$ cat src/rtl/expansion_shiftreg_pkg.sv
// Shared definitions for the expansion shift-register chain driver.
//   shreg_state_e : frame sequencer states
//   LATCH_TICKS   : ticks spent in the latch phase (load low + load high)
//   cnt_width()   : counter width able to hold 0..n-1 (never less than one bit)
package expansion_shiftreg_pkg;

  typedef enum logic [2:0] {
    StIdle,
    StShLo,
    StShHi,
    StLatchLo,
    StLatchHi
  } shreg_state_e;

  localparam int unsigned LATCH_TICKS = 2;

  function automatic int unsigned cnt_width(input int unsigned n);
    return (n <= 1) ? 1 : $clog2(n);
  endfunction

endpackage

$ cat src/rtl/expansion_shiftreg_chain_tick_gen.sv
// Half-bit-period tick generator for the shift-register chain.
//   clk   : system clock
//   rst_n : synchronous active-low reset
//   run   : count while high; low holds the counter at zero
//   tick  : one-clk pulse on the terminal count DIVIDER-1
module shiftreg_tick_gen
  import expansion_shiftreg_pkg::*;
#(
  parameter int unsigned DIVIDER = 135
) (
  input  logic clk,
  input  logic rst_n,
  input  logic run,
  output logic tick
);

  localparam int unsigned CntW = cnt_width(DIVIDER);

  logic [CntW-1:0] cnt_q, cnt_d;
  logic            at_end;

  assign at_end = (cnt_q == CntW'(DIVIDER - 1));
  assign tick   = run & at_end;

  always_comb begin
    cnt_d = cnt_q;
    if (!run || at_end) begin
      cnt_d = '0;
    end else begin
      cnt_d = cnt_q + 1'b1;
    end
  end

  always_ff @(posedge clk) begin
    if (!rst_n) begin
      cnt_q <= '0;
    end else begin
      cnt_q <= cnt_d;
    end
  end

endmodule

$ cat src/rtl/expansion_shiftreg_chain.sv
// Daisy-chain driver for 74HC595 outputs and 74HC165 inputs sharing one CLOCK/LOAD pair.
//   clk, rst_n  : system clock, synchronous active-low reset
//   enable      : run frames back to back while high; a running frame always completes
//   data_out    : word shifted to the 595 chain, snapshotted at frame start
//   data_in     : word captured from the 165 chain, updated atomically at frame end
//   frame_done  : one-clk pulse when data_in has been refreshed
//   in_changed  : one-clk pulse alongside frame_done when data_in took a new value
//   SHIFT_OUT   : serial data to the 595 chain
//   SHIFT_IN    : serial data from the 165 chain
//   SHIFT_CLK   : shift clock shared by both chains
//   SHIFT_LOAD  : low = 165 parallel load; rising edge latches the 595 outputs
module expansion_shiftreg_chain
  import expansion_shiftreg_pkg::*;
#(
  parameter int unsigned WIDTH     = 8,
  parameter int unsigned DIVIDER   = 135,
  parameter int unsigned MSB_FIRST = 1,
  parameter int unsigned DEBOUNCE  = 0
) (
  input  logic             clk,
  input  logic             rst_n,
  input  logic             enable,
  input  logic [WIDTH-1:0] data_out,
  output logic [WIDTH-1:0] data_in,
  output logic             frame_done,
  output logic             in_changed,
  output logic             SHIFT_OUT,
  input  logic             SHIFT_IN,
  output logic             SHIFT_CLK,
  output logic             SHIFT_LOAD
);

  // The slot counter indexes shift bits 0..WIDTH-1, then keeps counting through the latch phase.
  localparam int unsigned IdxW = cnt_width(WIDTH);
  localparam int unsigned CntW = cnt_width(WIDTH + LATCH_TICKS);

  shreg_state_e     state_q, state_d;
  logic [CntW-1:0]  bit_q, bit_d;
  logic [WIDTH-1:0] shadow_q, shadow_d;
  logic [WIDTH-1:0] raw_q, raw_d;
  logic [WIDTH-1:0] prev_raw_q, prev_raw_d;
  logic [WIDTH-1:0] data_in_q, data_in_d;
  logic             done_q, done_d;
  logic             chg_q, chg_d;
  logic             sout_q, sout_d;
  logic             sclk_q, sclk_d;
  logic             sload_q, sload_d;
  logic             priming_q, priming_d;
  logic             first_bit;
  logic             tick;
  logic             run;

  // Maps the serial position to the word bit it carries.
  function automatic logic [IdxW-1:0] bit_index(input logic [IdxW-1:0] n);
    return (MSB_FIRST != 0) ? IdxW'(WIDTH - 1) - n : n;
  endfunction

  assign run       = (state_q != StIdle);
  assign first_bit = (MSB_FIRST != 0) ? data_out[WIDTH-1] : data_out[0];

  shiftreg_tick_gen #(
    .DIVIDER(DIVIDER)
  ) u_tick_gen (
    .clk  (clk),
    .rst_n(rst_n),
    .run  (run),
    .tick (tick)
  );

  always_comb begin
    state_d    = state_q;
    bit_d      = bit_q;
    shadow_d   = shadow_q;
    raw_d      = raw_q;
    prev_raw_d = prev_raw_q;
    data_in_d  = data_in_q;
    done_d     = 1'b0;
    chg_d      = 1'b0;
    sout_d     = sout_q;
    priming_d  = priming_q;

    unique case (state_q)
      StIdle: begin
        if (enable) begin
          shadow_d = data_out;
          bit_d    = '0;
          sout_d   = first_bit;
          state_d  = StShLo;
        end
      end
      StShLo: begin
        // Sampled on the same clk that raises SHIFT_CLK, i.e. before the 165 shifts.
        if (tick) begin
          raw_d[bit_index(bit_q[IdxW-1:0])] = SHIFT_IN;
          state_d = StShHi;
        end
      end
      StShHi: begin
        if (tick) begin
          bit_d = bit_q + 1'b1;
          if (bit_q == CntW'(WIDTH - 1)) begin
            state_d = StLatchLo;
          end else begin
            sout_d  = shadow_q[bit_index(bit_d[IdxW-1:0])];
            state_d = StShLo;
          end
        end
      end
      StLatchLo: begin
        // Load stays low for all latch ticks but the last one.
        if (tick) begin
          bit_d = bit_q + 1'b1;
          if (bit_q == CntW'(WIDTH + LATCH_TICKS - 2)) begin
            state_d = StLatchHi;
          end
        end
      end
      StLatchHi: begin
        if (tick) begin
          if (priming_q) begin
            // Bits shifted in the first frame predate any load pulse.
            priming_d = 1'b0;
          end else begin
            if ((DEBOUNCE == 0) || (raw_q == prev_raw_q)) begin
              data_in_d = raw_q;
            end
            if (DEBOUNCE != 0) begin
              prev_raw_d = raw_q;
            end
            done_d = 1'b1;
            chg_d  = (data_in_d != data_in_q);
          end
          if (enable) begin
            shadow_d = data_out;
            bit_d    = '0;
            sout_d   = first_bit;
            state_d  = StShLo;
          end else begin
            state_d = StIdle;
          end
        end
      end
      default: state_d = StIdle;
    endcase

    // Pin levels are registered so they follow the state with no decode glitches.
    sclk_d  = (state_d == StShHi);
    sload_d = (state_d != StLatchLo);
  end

  always_ff @(posedge clk) begin
    if (!rst_n) begin
      state_q    <= StIdle;
      bit_q      <= '0;
      shadow_q   <= '0;
      raw_q      <= '0;
      prev_raw_q <= '0;
      data_in_q  <= '0;
      done_q     <= 1'b0;
      chg_q      <= 1'b0;
      sout_q     <= 1'b0;
      sclk_q     <= 1'b0;
      sload_q    <= 1'b1;
      priming_q  <= 1'b1;
    end else begin
      state_q    <= state_d;
      bit_q      <= bit_d;
      shadow_q   <= shadow_d;
      raw_q      <= raw_d;
      prev_raw_q <= prev_raw_d;
      data_in_q  <= data_in_d;
      done_q     <= done_d;
      chg_q      <= chg_d;
      sout_q     <= sout_d;
      sclk_q     <= sclk_d;
      sload_q    <= sload_d;
      priming_q  <= priming_d;
    end
  end

  assign data_in    = data_in_q;
  assign frame_done = done_q;
  assign in_changed = chg_q;
  assign SHIFT_OUT  = sout_q;
  assign SHIFT_CLK  = sclk_q;
  assign SHIFT_LOAD = sload_q;

endmodule

$ cat config.mk
export PLATFORM = sky130hd
export DESIGN_NAME = expansion_shiftreg_chain
export DESIGN_NICKNAME = d
export VERILOG_FILES = /design/src/rtl/expansion_shiftreg_pkg.sv /design/src/rtl/expansion_shiftreg_chain_tick_gen.sv /design/src/rtl/expansion_shiftreg_chain.sv
export SDC_FILE = /design/constraint.sdc
export NUM_CORES = 1
export LEC_CHECK = 0
export ABC_CLOCK_PERIOD_IN_PS = 2700
export BUFFER_PORTS_ARGS = -buffer_cell sky130_fd_sc_hd__buf_4
export CELL_PAD_IN_SITES_DETAIL_PLACEMENT = 0
export CELL_PAD_IN_SITES_GLOBAL_PLACEMENT = 1
export CORE_UTILIZATION = 44
export CTS_CLUSTER_SIZE = 28
export DETAILED_ROUTE_END_ITERATION = 16
export PLACE_DENSITY_LB_ADDON = 0.1
export RECOVER_POWER = 25
export SYNTH_ARGS = -nofsm -noshare
export SYNTH_HDL_FRONTEND = slang
export SYNTH_SLANG_ARGS = --single-unit
export TNS_END_PERCENT = 30
$ cat constraint.sdc
create_clock -name clk -period 2.7 [get_ports clk]
set_input_delay 0.27 -clock clk [delete_from_list [all_inputs] [get_ports clk]]
set_output_delay 0.27 -clock clk [all_outputs]
set_load 0.05 [all_outputs]
== Word-level counts from Yosys, hierarchy flattened ==
Cells that the tools add are included.

* Input bits: 12
* Logic and storage cells: 86
* Output and inout bits: 13
* Bits in registers: 45

* Bitwise operators: 5
* Equal/unequal tests: 14
* Reductions and logical operators: 18
* Add/sub/neg operators: 4
* $lt $le $gt $ge: 3
* Muxes and demuxes: 30

{| class="wikitable"
|+ Operator list
! operator !! number
|-
| $mux 8 || 5
|-
| $mux 3 || 6
|-
| $pmux 8 s2 || 1
|-
| $pmux 3 s5 || 1
|-
| $mux 4 || 3
|-
| $pmux 4 s3 || 1
|-
| $eq 3x2->1 const B || 3
|-
| $reduce_and 3->1 || 3
|-
| $reduce_bool 3->1 || 3
|-
| $add 8x1->8 const B || 1
|-
| $bwmux 8 || 1
|-
| $eq 8x8->1 const B || 1
|-
| $lt 3x4->1 const B || 2
|-
| $mux 1 || 8
|-
| $ne 8x8->1 || 1
|-
| $ne 2x2->1 const B || 3
|-
| $reduce_and 2->1 || 3
|-
| $sub 3x3->3 const A || 2
|-
| $add 4x1->4 const B || 1
|-
| $eq 4x3->1 const B || 1
|-
| $eq 4x4->1 const B || 1
|-
| $not 1->1 || 4
|-
| $reduce_and 4->1 || 1
|-
| $reduce_or 2->1 || 2
|-
| 16 further kinds || 16
|}

== Longest topological paths before layout ==
Gate-level depths: netlist of run 1.

* Depth in word-level cells: 7
* Mapped depth: 8
* Mapped depth without buffers: 6

== By module ==
Synthesis of run 1 repeated with hierarchy kept, for this count alone.

* Cells, all modules: 231
* Area, all modules: 2144.6 µm²

{| class="wikitable"
|+ By module, submodules not included
! module !! area each (µm²) !! times used !! seq. area each (µm²) !! cells an instance
|-
| expansion_shiftreg_chain || 1788.0 || 1 || 740.7 || 192
|-
| shiftreg_tick_gen || 356.6 || 1 || 160.2 || 39
|}

== Worst setup path after synthesis of run 1 ==
Ideal clock, no wire load.

* Path type: reg2reg
* From: reg bit_q[1]
* To: reg sout_q (netlist: SHIFT_OUT)
* Setup time: 0.126 ns
* Period minus slack after synthesis: 2.202 ns
* Cell stages (with the launch flop): 7
* Data required time: 2.574 ns
* Path slack: 0.498 ns
* Path buffers: 0
* Arrival time: 2.076 ns
* Cell sequence: dfxtp_1 clkinv_1 ha_1 mux4_2 mux2_2 a211oi_1 a211oi_1

* Longest elaborated chain between the ends: 7
* Elaborated cells on any way between the ends: 10
* Those cells by class: add/sub (2); eq/ne (2); mux (5); reduce/logical (1)

{| class="wikitable"
|+ Ends and longest elaborated chain
! item !! RTL line !! RTL
|-
| from (decl) || expansion_shiftreg_chain.sv:38 || <nowiki>logic [CntW-1:0] bit_q, bit_d;</nowiki>
|-
| from (signal assigned) || expansion_shiftreg_chain.sv:167 || <nowiki>bit_q <= bit_d;</nowiki>
|-
| $add 4x1->4 || expansion_shiftreg_chain.sv:100 || <nowiki>bit_d = bit_q + 1'b1;</nowiki>
|-
| $sub 3x3->3 || expansion_shiftreg_chain.sv:55 || <nowiki>return (MSB_FIRST != 0) ? IdxW'(WIDTH - 1) - n : n;</nowiki>
|-
| $bmux 1 s3 || expansion_shiftreg_chain.sv:104 || <nowiki>sout_d = shadow_q[bit_index(bit_d[IdxW-1:0])];</nowiki>
|-
| $mux 1 (not written as such) || expansion_shiftreg_chain.sv:104 ||
|-
| $mux 1 || expansion_shiftreg_chain.sv:101 || <nowiki>if (bit_q == CntW'(WIDTH - 1)) begin</nowiki>
|-
| $mux 1 || expansion_shiftreg_chain.sv:99 || <nowiki>if (tick) begin</nowiki>
|-
| $pmux 1 s3 || expansion_shiftreg_chain.sv:82 || <nowiki>unique case (state_q)</nowiki>
|-
| to (signal assigned) || expansion_shiftreg_chain.sv:174 || <nowiki>sout_q <= sout_d;</nowiki>
|-
| to (decl) || expansion_shiftreg_chain.sv:45 || <nowiki>logic sout_q, sout_d;</nowiki>
|}

Parallel ways exist; a longest one is shown, timed or not. The select of a mux whose other input is x is not followed.
A chain may end at the register's enable or synchronous reset.

== Worst setup path after layout of run 1 ==
* From: reg bit_q[0]
* To: reg sout_q (netlist: SHIFT_OUT)

The elaborated chain is that of the path after synthesis.

==> results.cfg, run 1 <==
[run_status]
outcome = completed

[finish]
area_growth_pct = 14.5
fin_util_pct = 52.7
drive_above_1_share_pct = 14.2
fin_nets = 276
antenna_cells = 0

[setup_path]
cp_max_fo = 6
slowest_stage = mux4_2
startpoint_type = flop
r2r_cells = 6
r2r_setup_slack_ns = 0.41
end_kind = flop
worstPathArrival_ns = 2.44
crit_chain = inv_1, ha_1, mux4_2, mux2_2, a211oi_1, a211oi_1
critPathMaxStageDelay_ns = 0.50
reg2reg_to = SHIFT_OUT
crit_top_cell = a211oi_1
r2r-start = bit_q[0]
critPathRequiredTime_ns = 2.85
critical_path_class = reg2reg

[logic_synthesis]
ys_warn_count = 0
syn_area_um2 = 2190
synthSimpleGateAreaFrac_pct = 19.8
synth_nets = 252
synth_xor_area_share_pct = 6.01
netlist_top_cells_area = dfxtp_1, mux2i_1, xor2_1, nand3_1, nor2_1
synth_top_family_by_area = simple AND/OR/NAND/NOR gates
synth_top_area_share_pct = 41.2
synth_top_flop_cell = dfxtp_1
syn_avg_cell_area_um2 = 9.26
synth_top_area_cell = dfxtp_1
synthAdderAreaFrac_pct = 2.29
synth_edf_count = 0
ys_types = 50
async_reset_ff_share_pct = 0
ys_seq_area_share_pct = 41.2
synth-seq-cells = 45
muxShareOfSynthArea_pct = 9.44
synth_cells = 236
synth_compound_area_share_pct = 17.3

[global_routing]
grt_max_degree = 24
antenna_found_initial = 0
grt_pass1_vias = 1563
grt_remaining_overflow = 0
grt_pass1_wl_mm = 7.40
grt_usage_pct = 18.4

[job]
drv_cap = 0

[power]
ir_drop_uv = 223
p_per_area_nw_per_um2 = 511
leakage_nw = 1.01
total_power_w = 0.00128

[placement]
place_hpwl_mm = 3.17
place.gp.congestion = 0.821
io_buffers = 24

[drt]
vias = 1750
routed_wl_mm = 4.49
ant_nets = 0
viasPerCell = 5.34
drt-pass1-iter-count = 4
drt_iter0_drc = 54
wl_per_cell_um = 13.7
drc = 0

[min_path]
min_to = shadow_q[0]
hold-path-cell-count = 3
holdCritStartpoint = data_out[0]
min_path_type = in2reg

[clock_tree]
clk_latency_ns = 0.30
numCtsBuffers = 5
cts.htree.levels = 2
cts_setup_buffers = 0
hold_buffers = 0
cts_tree = built
root_buffer = clkbuf_8
clk_pin_slew_ns = 0.08
clockBufferDepth = 2
numClockSinks = 45
cts_resized = 0

[timing]
finalHoldViolations = 0
tns_ns = 0
period_share_pct = 84.6
max_freq_ghz = 0.438
fin_skew_ns = 0.00687
period_needed_ns = 2.29
whs_ns = 0.222
relSlewSlack_pct = 28.9
rsz0062_at_grt = no
tightest_slew_ns = 1.05
drv_slew = 0
finalSetupViolations = 0

[floorplan]
num_rows = 25
die_h_um = 72.5
die_area_um2 = 5250
die_x_um = 72.5
initial_utilization_pct = 46.0
ios = 25
core_um2 = 4750
==> power breakdown <==
part / switching (W) / internal (W) / total [W]
clock network: 0.000223 / 0.000302 / 0.000525
logic: 0.0000434 / 0.0000302 / 0.0000736
registers: 0.00000696 / 0.000673 / 0.000680
==> critical path, delay by kind of cell, from the launching register on <==
family                     cells  cell delay (ns)
adders and majority gates      1             0.37
AOI/OAI and AO/OA              2             0.37
DFF                            1             0.48
buffers and inverters          1             0.14
muxes                          2             0.79
==> registers in the layout, indices dropped and copies added, names as in the netlist, 3 cells and up <==
register	count
raw_q	8
u_tick_gen.cnt_q	8
data_in	8
state_q	3
shadow_q	8
bit_q	4
==> cells by family (layout without fill, tap and decap cells) <==
group / after synthesis / count (layout)
buffers and inverters: 20 / 45
and+or+nand+nor: 80 / 80
adders and majority gates: 4 / 4
DFF: 45 / 45
xor gates and xnor gates: 15 / 15
muxes: 18 / 18
AOI/OAI and AO/OA: 54 / 54
==> stage by stage <==
stage          setup slack, ns  cells  instance area, um2
6_report                 0.414    328                2500
4_1_cts                  0.411    328                2560
3_5_place_dp             0.421    320                2440
2_1_floorplan            0.498    236                2190
5_1_grt                  0.233    328                2500
3_3_place_gp             0.399    320                2440
==> placed cells by master, fill, tap and decap left out, drive strengths merged, types with 4 or more instances in the layout <==
master  netlist  final
a21oi        13     13
buf           3     17
clkbuf       11     21
dfxtp        45     45
ha            4      4
inv           5      5
mux2i        15     15
nand2        12     12
nand3        19     19
nor2         22     22
nor4          4      4
o211ai        5      5
o21ai        11     11
o311ai        4      4
xor2         13     13
==> cell type report <==
| type | instances | area [um2] |
|---|---|---|
| sequential | 45 | 901 |
| timing repair buffer | 31 | 180 |
| multi-input combinational | 171 | 1200 |
| inverter | 6 | 22.5 |
| fill | 526 | 2250 |
| clock buffer | 7 | 86.3 |
| clock inverter | 1 | 30.0 |
| tap | 67 | 83.8 |
==> how the worst max path moves through the flow <==
stage / startpoint / endpoint / slack (ns) / cells after the start
2_1_floorplan: bit_q[1] / SHIFT_OUT / 0.50 / 6
3_3_place_gp: bit_q[0] / SHIFT_OUT / 0.40 / 6
3_5_place_dp: bit_q[1] / SHIFT_OUT / 0.42 / 6
4_1_cts: bit_q[1] / SHIFT_OUT / 0.41 / 6
5_1_grt: bit_q[0] / SHIFT_OUT / 0.23 / 6
6_report: bit_q[0] / SHIFT_OUT / 0.41 / 6
==> Yosys cell counts (5+ instances only) <==
| library cell | number |
|---|---|
| nand3_1 | 19 |
| nor2_1 | 22 |
| o21ai_0 | 10 |
| clkbuf_1 | 11 |
| dfxtp_1 | 45 |
| xor2_1 | 13 |
| mux2i_1 | 15 |
| a21oi_1 | 13 |
| o211ai_1 | 5 |
| inv_1 | 5 |
| nand2_1 | 12 |
==> layer usage <==
layer / GRT usage [%] / wire length (um) / up-vias
met3: 4.31 / 155 / 9
met1: 24.4 / 2200 / 802
met5: 0 / 0 / -
li1: - / - / 909
met2: 28.3 / 2050 / 30
met4: 8.28 / 88 / 0
Note: power is estimated with default switching activity, not from simulation.
==> run 2, diff against run 1 <==
ABC_CLOCK_PERIOD_IN_PS = 2000   (was 2700)
CORE_UTILIZATION = 40   (was 44)
clock period = 2 ns   (was 2.7 ns; I/O delays follow)
==> run 2 against run 1 <==
  * Clock skew is 0.00075 ns higher
  * Wire length is 11% higher
  * Core utilization is 1.5 points lower
==> results.cfg, run 2 (synthesis gave the netlist of run 1 again) <==
[finish]
area_growth_pct = 21.0
antenna_cells = 0
drive_above_1_share_pct = 22.0
layout_commonest_cell = dfxtp_1
stdcell_count = 347
fin_nets = 292
final_cell_mix = dfxtp_1, buf_4, nor2_1

[clock_tree]
clk_pin_slew_ns = 0.09
cts_setup_buffers = 0
numClockSinks = 45
clk_latency_ns = 0.30
clockBufferDepth = 2
cts.htree.levels = 2
cts_tree = built
root_buffer = clkbuf_8
hold_buffers = 0
numCtsBuffers = 5

[global_routing]
grt_remaining_overflow = 0
grt_busiest_layer = met2
grt_max_degree = 19
grt_pass1_wl_mm = 8.50
antenna_found_initial = 0
use_met2_pct = 31.5
grt_pass1_vias = 1808
grtUsageMet3_pct = 2.89
grtUsageMet1_pct = 23.0
grt_usage_pct = 18.3

[floorplan]
die_h_um = 75.9
ios = 25
die_area_um2 = 5760
initial_utilization_pct = 42.3
core_um2 = 5170
die_x_um = 75.9
num_rows = 26

[job]
drv_cap = 0

[drt]
ant_nets = 0
vias = 1881
drt-pass1-iter-count = 4
drt_iter0_drc = 90
routed_wl_mm = 4.99
viasPerCell = 5.42
drc = 0
wl_per_cell_um = 14.4

[setup_path]
critPathRequiredTime_ns = 2.18
end_kind = flop
crit_start = u_tick_gen.cnt_q[0]
critical_path_class = reg2reg
r2r_setup_slack_ns = 0.13
startpoint_type = flop
endpoint = raw_q[4]
cp_max_fo = 7
critPathMaxStageDelay_ns = 0.64
r2r_cells = 6
worstPathArrival_ns = 2.05
crit_chain = inv_1, ha_1, nand4bb_1, or4_4, o311ai_2, o41ai_2
slowest_stage = or4_4
r2r-start = u_tick_gen.cnt_q[0]
reg2reg_to = raw_q[4]

[timing]
drv_slew = 0
max_freq_ghz = 0.535
fin_skew_ns = 0.00763
finalHoldViolations = 0
period_needed_ns = 1.87
period_share_pct = 93.5
rsz0062_at_grt = yes
layout_setup_ws_ns = 0.130
finalSetupViolations = 0
tns_ns = 0
tightest_slew_ns = 0.975
whs_ns = 0.156
relSlewSlack_pct = 34.0

[placement]
place_hpwl_mm = 3.59
dpl.cell_count = 339
io_buffers = 24
pre_cts_ws_ns = 0.0907
place.gp.congestion = 0.808

[min_path]
min_path_type = in2reg

[power]
ir_drop_uv = 295
p_per_area_nw_per_um2 = 625
total_power_w = 0.00165
leakage_nw = 1.09

[run_status]
outcome = completed
==> run 2: layout make-up <==
cell class	instances	area [um2]
Fill cell	511	2530
Multi-Input combinational cell	171	1220
Sequential cell	45	903
Timing Repair Buffer	47	304
Clock buffer	7	96.3
Tap cell	70	87.6
Inverter	6	23.8
Clock inverter	1	5.00
==> run 2: where the power goes <==
part           leakage [nW]  internal [W]  switching (W)
combinational         0.669     0.0000472      0.0000636
clock                0.0542      0.000313       0.000313
sequential            0.365      0.000909     0.00000679
total                  1.09       0.00127       0.000383
==> run 2: how the worst min path moves through the flow <==
stage | to | cells after the start | start
2_1_floorplan | shadow_q[0] | 2 | data_out[0]
3_3_place_gp | priming_q | 2 | priming_q
3_5_place_dp | priming_q | 2 | priming_q
4_1_cts | shadow_q[4] | 3 | data_out[4]
5_1_grt | shadow_q[1] | 3 | data_out[1]
6_report | shadow_q[4] | 3 | data_out[4]
==> run 2: what timing repair did <==
item                                   in CTS  in global routing
endpoints found under the hold margin       0                  0
resized for setup                           0                  3
setup endpoints to repair                   0                  4
==> run 2: critical path, delay by kind of cell (launching register included) <==
family / cells / cell delay (ns)
and+or+nand+nor: 2 / 0.86
AOI/OAI and AO/OA: 2 / 0.36
buffers and inverters: 1 / 0.05
DFF: 1 / 0.32
adders and majority gates: 1 / 0.15
==> run 2: routing by layer <==
metal | part of all wire [%] | wire length, um | vias up
met5 | 0 | 0 | -
met2 | 49 | 2420 | 39
met1 | 46 | 2290 | 898
met4 | 1.4 | 70 | 0
li1 | - | - | 937
met3 | 4.2 | 212 | 7
==> run 2: stage by stage <==
step / util (%) / instance area (um2)
floorplan: - / 2200
global placement: 49.9 / 2580
detailed placement: 49.9 / 2580
CTS: 51.8 / 2680
global route: 51.1 / 2640
finish: 51.1 / 2640
==> run 3, diff against run 2 <==
MAX_ROUTING_LAYER = met4   (was default)
==> run 3 against run 2 <==
  * Highest routed layer unchanged
  * Largest cell class unchanged
  * Total power barely moved
  * Sequential share of layout area hardly changed
  * Via count increased by 0.37%
  * Critical endpoint is now SHIFT_OUT
  * Die area unchanged
==> results.cfg, run 3 (synthesis gave the netlist of run 1 again) <==
[setup_path]
cp_top_family = multiplexers
startpoint_type = flop
critPathMaxStageDelay_ns = 0.48
critical_path_class = reg2reg
end_kind = flop
critPathRequiredTime_ns = 2.17
worstPathArrival_ns = 2.05
slowest_stage = mux4_2
cp_max_fo = 3
crit_chain = inv_1, ha_4, mux4_2, mux2_2, a211oi_2, a211oi_1
cp_num_buf_inv = 1

[global_routing]
antenna_found_initial = 0
grt_usage_pct = 18.9
grt_pass1_vias = 1801
grt_pass1_wl_mm = 8.50
grt_max_degree = 19
grt_remaining_overflow = 0

[job]
drv_cap = 0

[clock_tree]
hold_buffers = 0
cts_tree = built
cts_setup_buffers = 0
root_buffer = clkbuf_8
numClockSinks = 45
cts.htree.levels = 2
clk_pin_slew_ns = 0.08
numCtsBuffers = 5
cts_resized = 0
clockBufferDepth = 2
clk_latency_ns = 0.30

[drt]
drc = 0
drt_iter0_drc = 95
viasPerCell = 5.44
ant_nets = 0
vias = 1888
drt-pass1-iter-count = 4
wl_per_cell_um = 14.4
routed_wl_mm = 5.01

[finish]
fin_util_pct = 51.1
final_cell_mix = dfxtp_1, buf_4, nor2_1
drive_above_1_share_pct = 21.7
antenna_cells = 0
nFillCells = 512
layout_commonest_cell = dfxtp_1
area_growth_pct = 20.9
fin_nets = 292
design_area_um2 = 2640

[floorplan]
die_area_um2 = 5760
core_um2 = 5170
die_x_um = 75.9
initial_utilization_pct = 42.3
die_h_um = 75.9
ios = 25
num_rows = 26

[placement]
pre_cts_ws_ns = 0.0907
io_buffers = 24
place.gp.congestion = 0.820
place_hpwl_mm = 3.59
placed_area_um2 = 2580

[power]
ir_drop_uv = 294
leakage_nw = 1.09
p_per_area_nw_per_um2 = 626
total_power_w = 0.00165

[timing]
tightest_slew_ns = 0.980
fin_skew_ns = 0.00737
period_share_pct = 94.0
max_freq_ghz = 0.532
drv_slew = 0
finalHoldViolations = 0
rsz0062_at_grt = yes
period_needed_ns = 1.88
layout_setup_ws_ns = 0.120
relSlewSlack_pct = 33.7
whs_ns = 0.158
finalSetupViolations = 0

[min_path]
min_path_type = in2reg

[run_status]
outcome = completed
[run 3: cell count changes in the layout (fill, tap and decap cells not counted)]
cell,before,now
dfxtp_2,2,1
dfxtp_1,43,44
[run 3: tightest hold or removal path, stage by stage]
cell and delay, ns:
buf_4 0.11, nand3_1 0.05, a21oi_1 0.05
[run 3: area by class of cell]
| type | instances | area (um2) | area share, % |
|---|---|---|---|
| Multi-Input combinational cell | 171 | 1220 | 46.3 |
| Sequential cell | 45 | 902 | 34.1 |
| Timing Repair Buffer | 47 | 304 | 11.5 |
| Clock buffer | 7 | 96.3 | 3.65 |
| Tap cell | 70 | 87.6 | 3.31 |
| Inverter | 6 | 23.8 | 0.900 |
| Clock inverter | 1 | 5.00 | 0.189 |
[run 3: per-layer routing]
layer	routed length, um	global-route usage (%)	share of wire, %	vias to the layer above
met2	2410	31.5	48	45
met1	2300	23.1	46	896
met3	220	2.89	4.4	7
met4	79	6.92	1.6	0
met5	0	-	0	-
li1	-	-	-	940
[run 3: worst paths after layout]
kind	depth (start not counted)	start	slack [ns]	endpoint
min reg2reg	2	shadow_q[1]	0.48	shadow_q[1]
max reg2reg	6	bit_q[0]	0.12	SHIFT_OUT
min	3	data_out[4]	0.16	shadow_q[4]
max	6	bit_q[0]	0.12	SHIFT_OUT
[run 3: stage by stage]
| stage | setup TNS [ns] | cells |
|---|---|---|
| floorplan | 0 | 236 |
| global placement | 0 | 339 |
| detailed placement | 0 | 339 |
| CTS | 0 | 347 |
| global route | -0.0493 | 347 |
| finish | 0 | 347 |
[run 3: power breakdown]
| group | internal [W] | total [W] | switching, W |
|---|---|---|---|
| clock | 0.000313 | 0.000626 | 0.000314 |
| combinational | 0.0000472 | 0.000111 | 0.0000641 |
| sequential | 0.000909 | 0.000916 | 0.00000670 |
| total | 0.00127 | 0.00165 | 0.000384 |
